===== config.mk =====
export PLATFORM = sky130hd
export DESIGN_NAME = mdu_iter_flat
export DESIGN_NICKNAME = d
export VERILOG_FILES = /design/src/rtl/mdu_iter_if.sv /design/src/rtl/mdu_iter.sv /design/src/flat_wrapper.sv
export SDC_FILE = /design/constraint.sdc
export NUM_CORES = 1
export LEC_CHECK = 0
export BUFFER_PORTS_ARGS = -buffer_cell sky130_fd_sc_hd__buf_2
export CORE_MARGIN = 2
export CORE_UTILIZATION = 62
export DETAILED_ROUTE_END_ITERATION = 16
export PLACE_DENSITY = 0.84
export SLEW_MARGIN = 20
export SYNTH_ARGS = -nofsm -noshare
export SYNTH_HDL_FRONTEND = slang
export SYNTH_SLANG_ARGS = --single-unit

===== constraint.sdc =====
create_clock -name clk_i -period 11.6 [get_ports clk_i]
set_input_delay 2.9 -clock clk_i [delete_from_list [all_inputs] [get_ports clk_i]]
set_output_delay 2.9 -clock clk_i [all_outputs]
set_load 0.02 [all_outputs]

===== src/rtl/mdu_iter_if.sv =====
// mdu_iter_if -- request/response bundle for the iterative multiply/divide unit.
//
// Signals (named from the unit's point of view):
//   start_i        request strobe, accepted only when the unit is idle or done
//   op_i[2:0]      operation select (MULT/MULTU/DIV/DIVU/MADD/MADDU/MSUB/MSUBU)
//   a_i, b_i       multiplicand/dividend, multiplier/divisor
//   hi_i, lo_i     accumulator halves for MADD/MSUB
//   annul_i        cancel the in-flight operation
//   busy_o         operation in progress (pipeline stall)
//   ready_o        one-cycle pulse, result_o valid
//   result_o       {hi, lo}: product or {remainder, quotient}
//   div_by_zero_o  divisor was zero, valid with ready_o
//
// Modports: master drives requests (EX stage / bench), slave is the unit.
interface mdu_iter_if #(
    parameter int WIDTH = 32
);
    logic                 start_i;
    logic [2:0]           op_i;
    logic [WIDTH-1:0]     a_i;
    logic [WIDTH-1:0]     b_i;
    logic [WIDTH-1:0]     hi_i;
    logic [WIDTH-1:0]     lo_i;
    logic                 annul_i;
    logic                 busy_o;
    logic                 ready_o;
    logic [2*WIDTH-1:0]   result_o;
    logic                 div_by_zero_o;

    modport master (
        output start_i, op_i, a_i, b_i, hi_i, lo_i, annul_i,
        input  busy_o, ready_o, result_o, div_by_zero_o
    );

    modport slave (
        input  start_i, op_i, a_i, b_i, hi_i, lo_i, annul_i,
        output busy_o, ready_o, result_o, div_by_zero_o
    );
endinterface


===== src/rtl/mdu_iter.sv =====
// mdu_iter -- iterative shared multiply/divide unit for the EX stage.
//
// Multiply retires MUL_BITS multiplier bits per cycle through a 2*WIDTH
// shift/add register; divide is radix-2 restoring, one quotient bit per cycle.
// Both work on magnitudes; FIX applies sign correction (and accumulation).
//
// Ports:
//   clk_i   clock, rising edge
//   rst_i   synchronous active-high reset
//   bus     mdu_iter_if.slave request/response bundle
//
// Parameters:
//   WIDTH    operand width (result is 2*WIDTH)
//   MUL_BITS multiplier bits per cycle, must divide WIDTH
//
// Build option:
//   MDU_MADD_EN  when defined, MADD/MADDU/MSUB/MSUBU accumulate into the
//                latched {hi_i, lo_i}; otherwise 1xx ops are plain multiplies.
module mdu_iter #(
    parameter int WIDTH    = 32,
    parameter int MUL_BITS = 4
) (
    input  logic        clk_i,
    input  logic        rst_i,
    mdu_iter_if.slave   bus
);
    localparam int MUL_STEPS = WIDTH / MUL_BITS;
    localparam int CNT_W     = $clog2(WIDTH + 1);

    typedef enum logic [2:0] {
        S_IDLE,
        S_MUL,
        S_DIV,
        S_FIX,
        S_DONE
    } state_t;

    state_t               state_q;
    logic [2*WIDTH-1:0]   p_q;        // mul: {partial hi, product/multiplier}; div: {rem, dividend/quot}
    logic [WIDTH-1:0]     opd_q;      // multiplicand magnitude or divisor magnitude
    logic [CNT_W-1:0]     cnt_q;
    logic                 sign_a_q;
    logic                 sign_b_q;
    logic                 is_div_q;
    logic                 busy_q;
    logic                 ready_q;
    logic [2*WIDTH-1:0]   result_q;
    logic                 dbz_q;
`ifdef MDU_MADD_EN
    logic                 acc_en_q;
    logic                 sub_q;
    logic [2*WIDTH-1:0]   acc_q;
`else
    logic                 unused_acc;
    assign unused_acc = ^{bus.hi_i, bus.lo_i};
`endif

    // Request decode and operand magnitudes at acceptance
    logic                 accept;
    logic                 is_div_in;
    logic                 sa_in;
    logic                 sb_in;
    logic [WIDTH-1:0]     mag_a_in;
    logic [WIDTH-1:0]     mag_b_in;

    always_comb begin
        accept    = bus.start_i && !bus.annul_i;
        is_div_in = !bus.op_i[2] && bus.op_i[1];
        sa_in     = !bus.op_i[0] && bus.a_i[WIDTH-1];
        sb_in     = !bus.op_i[0] && bus.b_i[WIDTH-1];
        mag_a_in  = sa_in ? ('0 - bus.a_i) : bus.a_i;
        mag_b_in  = sb_in ? ('0 - bus.b_i) : bus.b_i;
    end

    // One multiply step: add digit*multiplicand to the high half, then shift
    // the whole register right by MUL_BITS so finished product bits drop into
    // the low half as the consumed multiplier bits leave it.
    logic [WIDTH+MUL_BITS-1:0] mul_sum;
    logic [2*WIDTH-1:0]        mul_d;

    always_comb begin
        mul_sum = {{MUL_BITS{1'b0}}, p_q[2*WIDTH-1:WIDTH]}
                + ({{MUL_BITS{1'b0}}, opd_q} * {{WIDTH{1'b0}}, p_q[MUL_BITS-1:0]});
        mul_d   = {mul_sum, p_q[WIDTH-1:MUL_BITS]};
    end

    // One restoring-division step: shift the next dividend bit into the
    // remainder, subtract the divisor, keep the difference if no borrow.
    logic [WIDTH:0]       rem_sh;
    logic [WIDTH:0]       diff;
    logic [2*WIDTH-1:0]   div_d;

    always_comb begin
        rem_sh = {p_q[2*WIDTH-1:WIDTH], p_q[WIDTH-1]};
        diff   = rem_sh - {1'b0, opd_q};
        if (!diff[WIDTH]) begin
            div_d = {diff[WIDTH-1:0], p_q[WIDTH-2:0], 1'b1};
        end else begin
            div_d = {rem_sh[WIDTH-1:0], p_q[WIDTH-2:0], 1'b0};
        end
    end

    // Sign correction / accumulation applied on the way into DONE
    logic [WIDTH-1:0]     quot;
    logic [WIDTH-1:0]     rem;
    logic [2*WIDTH-1:0]   prod;
    logic [2*WIDTH-1:0]   fix_d;

    always_comb begin
        quot  = p_q[WIDTH-1:0];
        rem   = p_q[2*WIDTH-1:WIDTH];
        prod  = p_q;
        if (sign_a_q ^ sign_b_q) begin
            quot = '0 - quot;
            prod = '0 - prod;
        end
        if (sign_a_q) begin
            rem = '0 - rem;
        end
        if (is_div_q) begin
            fix_d = {rem, quot};
        end else begin
            fix_d = prod;
`ifdef MDU_MADD_EN
            if (acc_en_q) begin
                fix_d = sub_q ? (acc_q - prod) : (acc_q + prod);
            end
`endif
        end
    end

    always_ff @(posedge clk_i) begin
        if (rst_i) begin
            state_q  <= S_IDLE;
            p_q      <= '0;
            opd_q    <= '0;
            cnt_q    <= '0;
            sign_a_q <= 1'b0;
            sign_b_q <= 1'b0;
            is_div_q <= 1'b0;
            busy_q   <= 1'b0;
            ready_q  <= 1'b0;
            result_q <= '0;
            dbz_q    <= 1'b0;
`ifdef MDU_MADD_EN
            acc_en_q <= 1'b0;
            sub_q    <= 1'b0;
            acc_q    <= '0;
`endif
        end else begin
            ready_q <= 1'b0;
            case (state_q)
                S_IDLE, S_DONE: begin
                    if (accept) begin
                        sign_a_q <= sa_in;
                        sign_b_q <= sb_in;
                        is_div_q <= is_div_in;
                        cnt_q    <= '0;
`ifdef MDU_MADD_EN
                        acc_en_q <= bus.op_i[2];
                        sub_q    <= bus.op_i[1];
                        acc_q    <= {bus.hi_i, bus.lo_i};
`endif
                        if (is_div_in && (bus.b_i == '0)) begin
                            // Divide by zero bypasses DIV and FIX entirely
                            state_q  <= S_DONE;
                            busy_q   <= 1'b0;
                            ready_q  <= 1'b1;
                            result_q <= {bus.a_i, {WIDTH{1'b1}}};
                            dbz_q    <= 1'b1;
                        end else if (is_div_in) begin
                            state_q <= S_DIV;
                            busy_q  <= 1'b1;
                            p_q     <= {{WIDTH{1'b0}}, mag_a_in};
                            opd_q   <= mag_b_in;
                        end else begin
                            state_q <= S_MUL;
                            busy_q  <= 1'b1;
                            p_q     <= {{WIDTH{1'b0}}, mag_b_in};
                            opd_q   <= mag_a_in;
                        end
                    end else begin
                        state_q <= S_IDLE;
                        busy_q  <= 1'b0;
                    end
                end
                S_MUL: begin
                    if (bus.annul_i) begin
                        state_q <= S_IDLE;
                        busy_q  <= 1'b0;
                    end else begin
                        p_q   <= mul_d;
                        cnt_q <= cnt_q + CNT_W'(1);
                        if (cnt_q == CNT_W'(MUL_STEPS - 1)) begin
                            state_q <= S_FIX;
                        end
                    end
                end
                S_DIV: begin
                    if (bus.annul_i) begin
                        state_q <= S_IDLE;
                        busy_q  <= 1'b0;
                    end else begin
                        p_q   <= div_d;
                        cnt_q <= cnt_q + CNT_W'(1);
                        if (cnt_q == CNT_W'(WIDTH - 1)) begin
                            state_q <= S_FIX;
                        end
                    end
                end
                S_FIX: begin
                    busy_q <= 1'b0;
                    if (bus.annul_i) begin
                        state_q <= S_IDLE;
                    end else begin
                        state_q  <= S_DONE;
                        ready_q  <= 1'b1;
                        result_q <= fix_d;
                        dbz_q    <= 1'b0;
                    end
                end
                default: begin
                    state_q <= S_IDLE;
                    busy_q  <= 1'b0;
                end
            endcase
        end
    end

    assign bus.busy_o        = busy_q;
    assign bus.ready_o       = ready_q;
    assign bus.result_o      = result_q;
    assign bus.div_by_zero_o = dbz_q;

endmodule


===== src/flat_wrapper.sv =====
// flat-port wrapper written by rule: the top's interface ports become plain ports
module mdu_iter_flat 
#(
    parameter int WIDTH    = 32,
    parameter int MUL_BITS = 4
)
  (clk_i, rst_i, bus_start_i, bus_op_i, bus_a_i, bus_b_i, bus_hi_i, bus_lo_i, bus_annul_i, bus_busy_o, bus_ready_o, bus_result_o, bus_div_by_zero_o);
  mdu_iter_if #(.WIDTH(WIDTH)) bus_i ();
  input  logic clk_i;
  input  logic rst_i;
  input wire logic [$bits(bus_i.start_i)-1:0] bus_start_i;
  input wire logic [$bits(bus_i.op_i)-1:0] bus_op_i;
  input wire logic [$bits(bus_i.a_i)-1:0] bus_a_i;
  input wire logic [$bits(bus_i.b_i)-1:0] bus_b_i;
  input wire logic [$bits(bus_i.hi_i)-1:0] bus_hi_i;
  input wire logic [$bits(bus_i.lo_i)-1:0] bus_lo_i;
  input wire logic [$bits(bus_i.annul_i)-1:0] bus_annul_i;
  output wire logic [$bits(bus_i.busy_o)-1:0] bus_busy_o;
  output wire logic [$bits(bus_i.ready_o)-1:0] bus_ready_o;
  output wire logic [$bits(bus_i.result_o)-1:0] bus_result_o;
  output wire logic [$bits(bus_i.div_by_zero_o)-1:0] bus_div_by_zero_o;
  assign bus_i.start_i = bus_start_i;
  assign bus_i.op_i = bus_op_i;
  assign bus_i.a_i = bus_a_i;
  assign bus_i.b_i = bus_b_i;
  assign bus_i.hi_i = bus_hi_i;
  assign bus_i.lo_i = bus_lo_i;
  assign bus_i.annul_i = bus_annul_i;
  assign bus_busy_o = bus_i.busy_o;
  assign bus_ready_o = bus_i.ready_o;
  assign bus_result_o = bus_i.result_o;
  assign bus_div_by_zero_o = bus_i.div_by_zero_o;
  mdu_iter #(.WIDTH(WIDTH), .MUL_BITS(MUL_BITS)) u_core (.clk_i(clk_i), .rst_i(rst_i), .bus(bus_i));
endmodule

Word level (Yosys, flattened, before mapping)
Cells that the tools add are included.

word-level totals
  input bits = 135
  output and inout bits = 67
  register bits = 175

operators by class
  bitwise operators = 2
  muxes and demuxes = 42
  add/subtract/negate cells = 8
  reduce and logical (&&, ||, !) cells = 21
  equality and inequality tests = 16
  $mul = 1

operators by type and width
  cell                   number
  $mux 64                10
  $mux 32                6
  $pmux 64 s3            1
  $pmux 64 s2            1
  $sub 1x32->32 const A  4
  $sub 1x64->64 const A  1
  $add 32x36->36         1
  $mul 32x4->36          1
  $sub 33x32->33         1
  $logic_not 32->1       1
  $mux 3                 7
  $mux 6                 2
  $pmux 3 s4             1
  $pmux 6 s2             1
  $ne 2x2->1 const B     5
  $mux 1                 9
  $add 6x1->6 const B    1
  $eq 3x2->1 const B     2
  $eq 6x3->1 const B     1
  $eq 6x5->1 const B     1
  $ne 2x1->1 const B     3
  $ne 3x2->1 const B     2
  $pmux 1 s2             3
  $reduce_and 3->1       2
  other kinds (14)       23

Longest topological paths before layout
  depth after elaboration = 7
  depth in mapped cells = 20
  gate-level depth less buffers = 17

Least setup slack after synthesis
OpenSTA, ideal clock, no wires.

  path type = input port to flip-flop
  start point = input bus_b_i[23]
  end point = register u_core.p_q[54]
  path slack = 5,890 ps
  stages = 9
  data arrival time = 5,570 ps
  buffers on the path = 3
  cells stage by stage = or4_4 > or4_4 > or4_1 > or3_1 > buf_2 > o31ai_4 > buf_2 > buf_2 > a221oi_1

on the way
  cells in the longest elaborated chain, start to end = 4

ends and longest elaborated chain
  what                        RTL line            RTL
  start, declared             flat_wrapper.sv:14  input wire logic [$bits(bus_i.b_i)-1:0] bus_b_i;
  $logic_not 32->1            mdu_iter.sv:164     if (is_div_in && (bus.b_i == '0)) begin
  $logic_and 1x1->1           mdu_iter.sv:164
  $ne 2x2->1 (no line)        -
  $reduce_and 5->1 (no line)  -
  end signal, assigned        mdu_iter.sv:174     p_q <= {{WIDTH{1'b0}}, mag_a_in};
  end signal, assigned        mdu_iter.sv:179     p_q <= {{WIDTH{1'b0}}, mag_b_in};
  end signal, assigned        mdu_iter.sv:192     p_q <= mul_d;
  end, declared               mdu_iter.sv:39      logic [2*WIDTH-1:0] p_q;

No other way between the ends.
A chain may end at the register's enable or synchronous reset.

Final worst setup path
  start point = input bus_b_i[0]
  end point = register u_core.p_q[51]

The elaborated chain is that of the path after synthesis.

==> flow_summary_export.csv <==
group,metric,value,unit
worst_setup_path,worst_setup_path_start_kind,"input pin",
worst_setup_path,worstReg2RegStart,"u_core.p_q[3]$_SDFFE_PP0P_",
synth,summed_instance_area_of_the_synthesized_netlist,18000,sq um
clocking,cts_buffers,17,
timing,post-route-period-util,57.4,%
floorplanning,floorplan.io_pins,202,
grt,grt_start_max_net_pins,99,
timing,timing.max_slew.rel_slack,20.1,%
synth,fraction_of_registers_with_async_set_or_reset_after_synthesis,0,%
clocking,clock_tree.root_cell,"sky130_fd_sc_hd__clkbuf_16",
worst_setup_path,critical_path.reg2reg.endpoint,"u_core.p_q[63]$_SDFFE_PP0P_",
routing,routed_wl,62400,microns
synth,cell_types_occupying_the_most_area_after_synthesis,"sky130_fd_sc_hd__dfxtp_1, sky130_fd_sc_hd__fa_1, sky130_fd_sc_hd__nor2_1",
worst_setup_path,worst_setup_path_startpoint,"bus_b_i[0]",
timing,final.setup_skew,0.0178,ns
final_layout,area.sequential,3500,sq um
job,maximum_capacitance_violations,0,
placement,place_hpwl,47900,microns
power,power.leakage,8.15,nW
synth,yosys_most_used_dff,"sky130_fd_sc_hd__dfxtp_1",
power,vdd_drop_max,0.0863,mV
timing,final-setup-viol-count,0,
timing,fin_tns_setup,0,ns
worst_hold_path,hold-path-endpoint,"u_core.bus.result_o[46]$_SDFFE_PP0P_",
timing,finalHoldViolations,0,
floorplanning,std_cell_rows,62,
power,finalPower,2.29,mW
worst_setup_path,category_of_the_worst_setup_path_capture_point,"flop",
clocking,clkLatencyLatePin,0.45,ns
timing,finalWorstPathRequiredPeriod,6.65,ns
synth,synth_enable_flop_cells,0,
grt,grt_antenna_before_repair,1,
power,pwr_density_cell,118,nW/um^2
worst_setup_path,crit_arrival,7.00,ns
clocking,clk_pin_slew_worst_paths,0.08,ns
final_layout,layout-area-overhead-vs-synth,7.85,%
floorplanning,core_region_area,28600,sq um
worst_setup_path,setup.reg_to_reg.worst_slack,5.60,ns
routing,final_antenna_net_count,0,
timing,timing_worst_slew_pin_value,1.19,ns
placement,dp_worst_setup_slack,4.58,ns
final_layout,fillerInstances,2414,
final_layout,num-nets-final,2753,
timing,rsz0062_at_grt,"false",
placement,io_buffer_count,137,
worst_setup_path,slowest_delay,0.69,ns
final_layout,post_layout_nonfiller_instances,2842,
synth,mean_instance_size_in_the_synthesized_netlist,7.41,sq um
worst_setup_path,worstRegToRegCells,17,
clocking,cts_htree_levels,4,
routing,num_vias,19000,
synth,synth_top_cell_by_area,"sky130_fd_sc_hd__dfxtp_1",
floorplanning,chipWidth,174,microns
timing,postLayoutSetupSlackWorst,4.95,ns
clocking,post_cts_hold_buffer_count,0,
final_layout,finalCoreUtilization,67.7,%
synth,yosysWarningCount,0,
clocking,postCtsSetupBuffers,0,
grt,grt_remaining_overflow,0,
worst_setup_path,crit_type,"in -> reg",
routing,drt-wirelength-per-cell,22.0,microns
worst_setup_path,cp_top_family,"simple AND/OR/NAND/NOR gates",
clocking,clock_sink_count,175,
floorplanning,die_area,30300,sq um
floorplanning,chipHeight,174,microns
grt,all_layer_gr_usage,40.8,%
worst_hold_path,hold_depth,2,
clocking,ctsResizeCount,0,
worst_setup_path,cp_cell_sequence,"buf_2 > inv_1 > ha_1 > or4b_2 > nor3_1 > nand3_1 > or3_1 > o31ai_4 > buf_4 > or4_1 > o31ai_1 > a2111oi_2",
worst_setup_path,worstPathRequired,11.95,ns
routing,final_routed_drc_violation_total,0,
worst_hold_path,hp-class,"reg -> reg",
synth,synth-seq-area-share,19.5,%
synth,synth_cells,2423,
placement,numPlacedInstances,2810,
grt,first_global_vias,17500,
final_layout,layout-drive-gt1-share,9.07,%
placement,globalplace.congestion,0.986,
clocking,tritoncts,"done",
synth,synthTopCellsByCount,"sky130_fd_sc_hd__nor2_1, sky130_fd_sc_hd__inv_1, sky130_fd_sc_hd__a21oi_1",
worst_setup_path,cp.buffers_inverters,3,
synth,synth.ff_latch_count,175,
grt,first_pass_grt_wire_length,97600,microns
worst_setup_path,worst-path-max-fanout,71,
final_layout,diodes,0,
synth,synth.net_count,2731,
synth,netlist.area_leader.share,19.5,%
worst_hold_path,worstHoldStart,"u_core.bus.result_o[46]$_SDFFE_PP0P_",
timing,final-max-slew-violation-count,0,
worst_setup_path,worst_path_max_delay_cell,"sky130_fd_sc_hd__buf_4",
routing,drt_pre_antenna_iters,9,
floorplanning,floorplan.initialDensity,62.7,%
routing,detailedRoute.firstIterationViolations,2273,
routing,drt-vias-per-instance,6.68,
timing,fmax,150,MHz
run_status,run_status,"finished, final reports clean",
final_layout,total_area_of_multi_input_combinational_cells,13000,sq um
clocking,cts-root-to-sink-buffers,2,
synth,synth.distinct_cells,73,
synth,synthMostInstantiatedCell,"sky130_fd_sc_hd__nor2_1",
[area by class of cell]
class | count | share of cell area [%]
clock buffers | 17 | 2.20
clock inverters | 15 | 1.13
inverters | 224 | 4.34
multi-input cells | 1866 | 67.3
flip-flops and latches | 175 | 18.1
well taps | 384 | 2.48
repair buffers | 161 | 4.48
[kinds of logic (layout without fill, tap and decap cells)]
| logic type | after synthesis | count (layout) | share of synthesized area, % |
|---|---|---|---|
| simple gates | 795 | 795 | 20.5 |
| buf+inv | 382 | 417 | 8.24 |
| xor+xnor | 173 | 173 | 8.44 |
| mux | 24 | 24 | 1.34 |
| compound gates | 701 | 701 | 26.0 |
| flops | 175 | 175 | 19.5 |
| fa+ha+maj | 173 | 173 | 15.9 |
[state kept, by name (all words and copies together), names as in the netlist]
| signal | cells |
|---|---|
| u_core.bus.result_o | 64 |
| u_core.p_q | 64 |
| u_core.opd_q | 32 |
| u_core.cnt_q | 6 |
| u_core.state_q | 3 |
| u_core.bus.busy_o | 1 |
| u_core.bus.div_by_zero_o | 1 |
| u_core.bus.ready_o | 1 |
| u_core.is_div_q | 1 |
| u_core.sign_a_q | 1 |
| u_core.sign_b_q | 1 |
[power breakdown]
part / leakage, nW / internal [mW] / total [mW] / switching (mW)
Clock: 0.312 / 0.334 / 0.636 / 0.302
Sequential: 1.43 / 0.633 / 0.696 / 0.0631
Combinational: 6.41 / 0.337 / 0.954 / 0.618
Total: 8.15 / 1.30 / 2.29 / 0.982
[per-stage QoR]
step	instance area (sq um)	hold WS, ns
floorplan	18000	0.471
global placement	18700	0.439
detailed placement	18700	0.441
CTS	19400	0.457
global route	19400	0.483
finish	19400	0.459
[metal layers]
metal	vias up	routed length [microns]	part of all wire, %	GRT usage (%)
met4	2	3550	5.7	21.4
met1	9033	24700	40	54.1
met3	210	6270	10	6.01
li1	8586	-	-	-
met2	1150	27900	45	64.3
met5	-	13	0.021	0
[how the worst max path moves through the flow]
stage | cells past startpoint | slack, ns | to
after floorplan | 9 | 5.89 | u_core.p_q[54]$_SDFFE_PP0P_
after global placement | 12 | 4.64 | u_core.p_q[51]$_SDFFE_PP0P_
after detailed placement | 12 | 4.58 | u_core.p_q[51]$_SDFFE_PP0P_
after CTS | 12 | 5.05 | u_core.p_q[51]$_SDFFE_PP0P_
after global routing | 12 | 4.82 | u_core.p_q[51]$_SDFFE_PP0P_
final | 12 | 4.95 | u_core.p_q[51]$_SDFFE_PP0P_
[tightest hold or removal path, delay by kind of cell (launching register included)]
family,cells,cell delay [ns]
compound gates,1,0.05
flops,1,0.31
simple gates,1,0.05
[placed cells by master, fill, tap and decap left out, types with 31 or more instances in the layout]
cell                       count
sky130_fd_sc_hd__nor2_1      331
sky130_fd_sc_hd__inv_1       223
sky130_fd_sc_hd__a21oi_1     195
sky130_fd_sc_hd__dfxtp_1     175
sky130_fd_sc_hd__nand2_1     169
sky130_fd_sc_hd__buf_2       136
sky130_fd_sc_hd__xnor2_1     111
sky130_fd_sc_hd__a211oi_1    110
sky130_fd_sc_hd__o21ai_0     103
sky130_fd_sc_hd__fa_1         92
sky130_fd_sc_hd__ha_1         81
sky130_fd_sc_hd__and2_1       70
sky130_fd_sc_hd__xor2_1       61
sky130_fd_sc_hd__nor3_1       58
sky130_fd_sc_hd__a31oi_1      43
sky130_fd_sc_hd__a221oi_1     39
sky130_fd_sc_hd__a21o_1       35
sky130_fd_sc_hd__nand3_1      31
No activity file was read; power rests on OpenSTA's default activity.
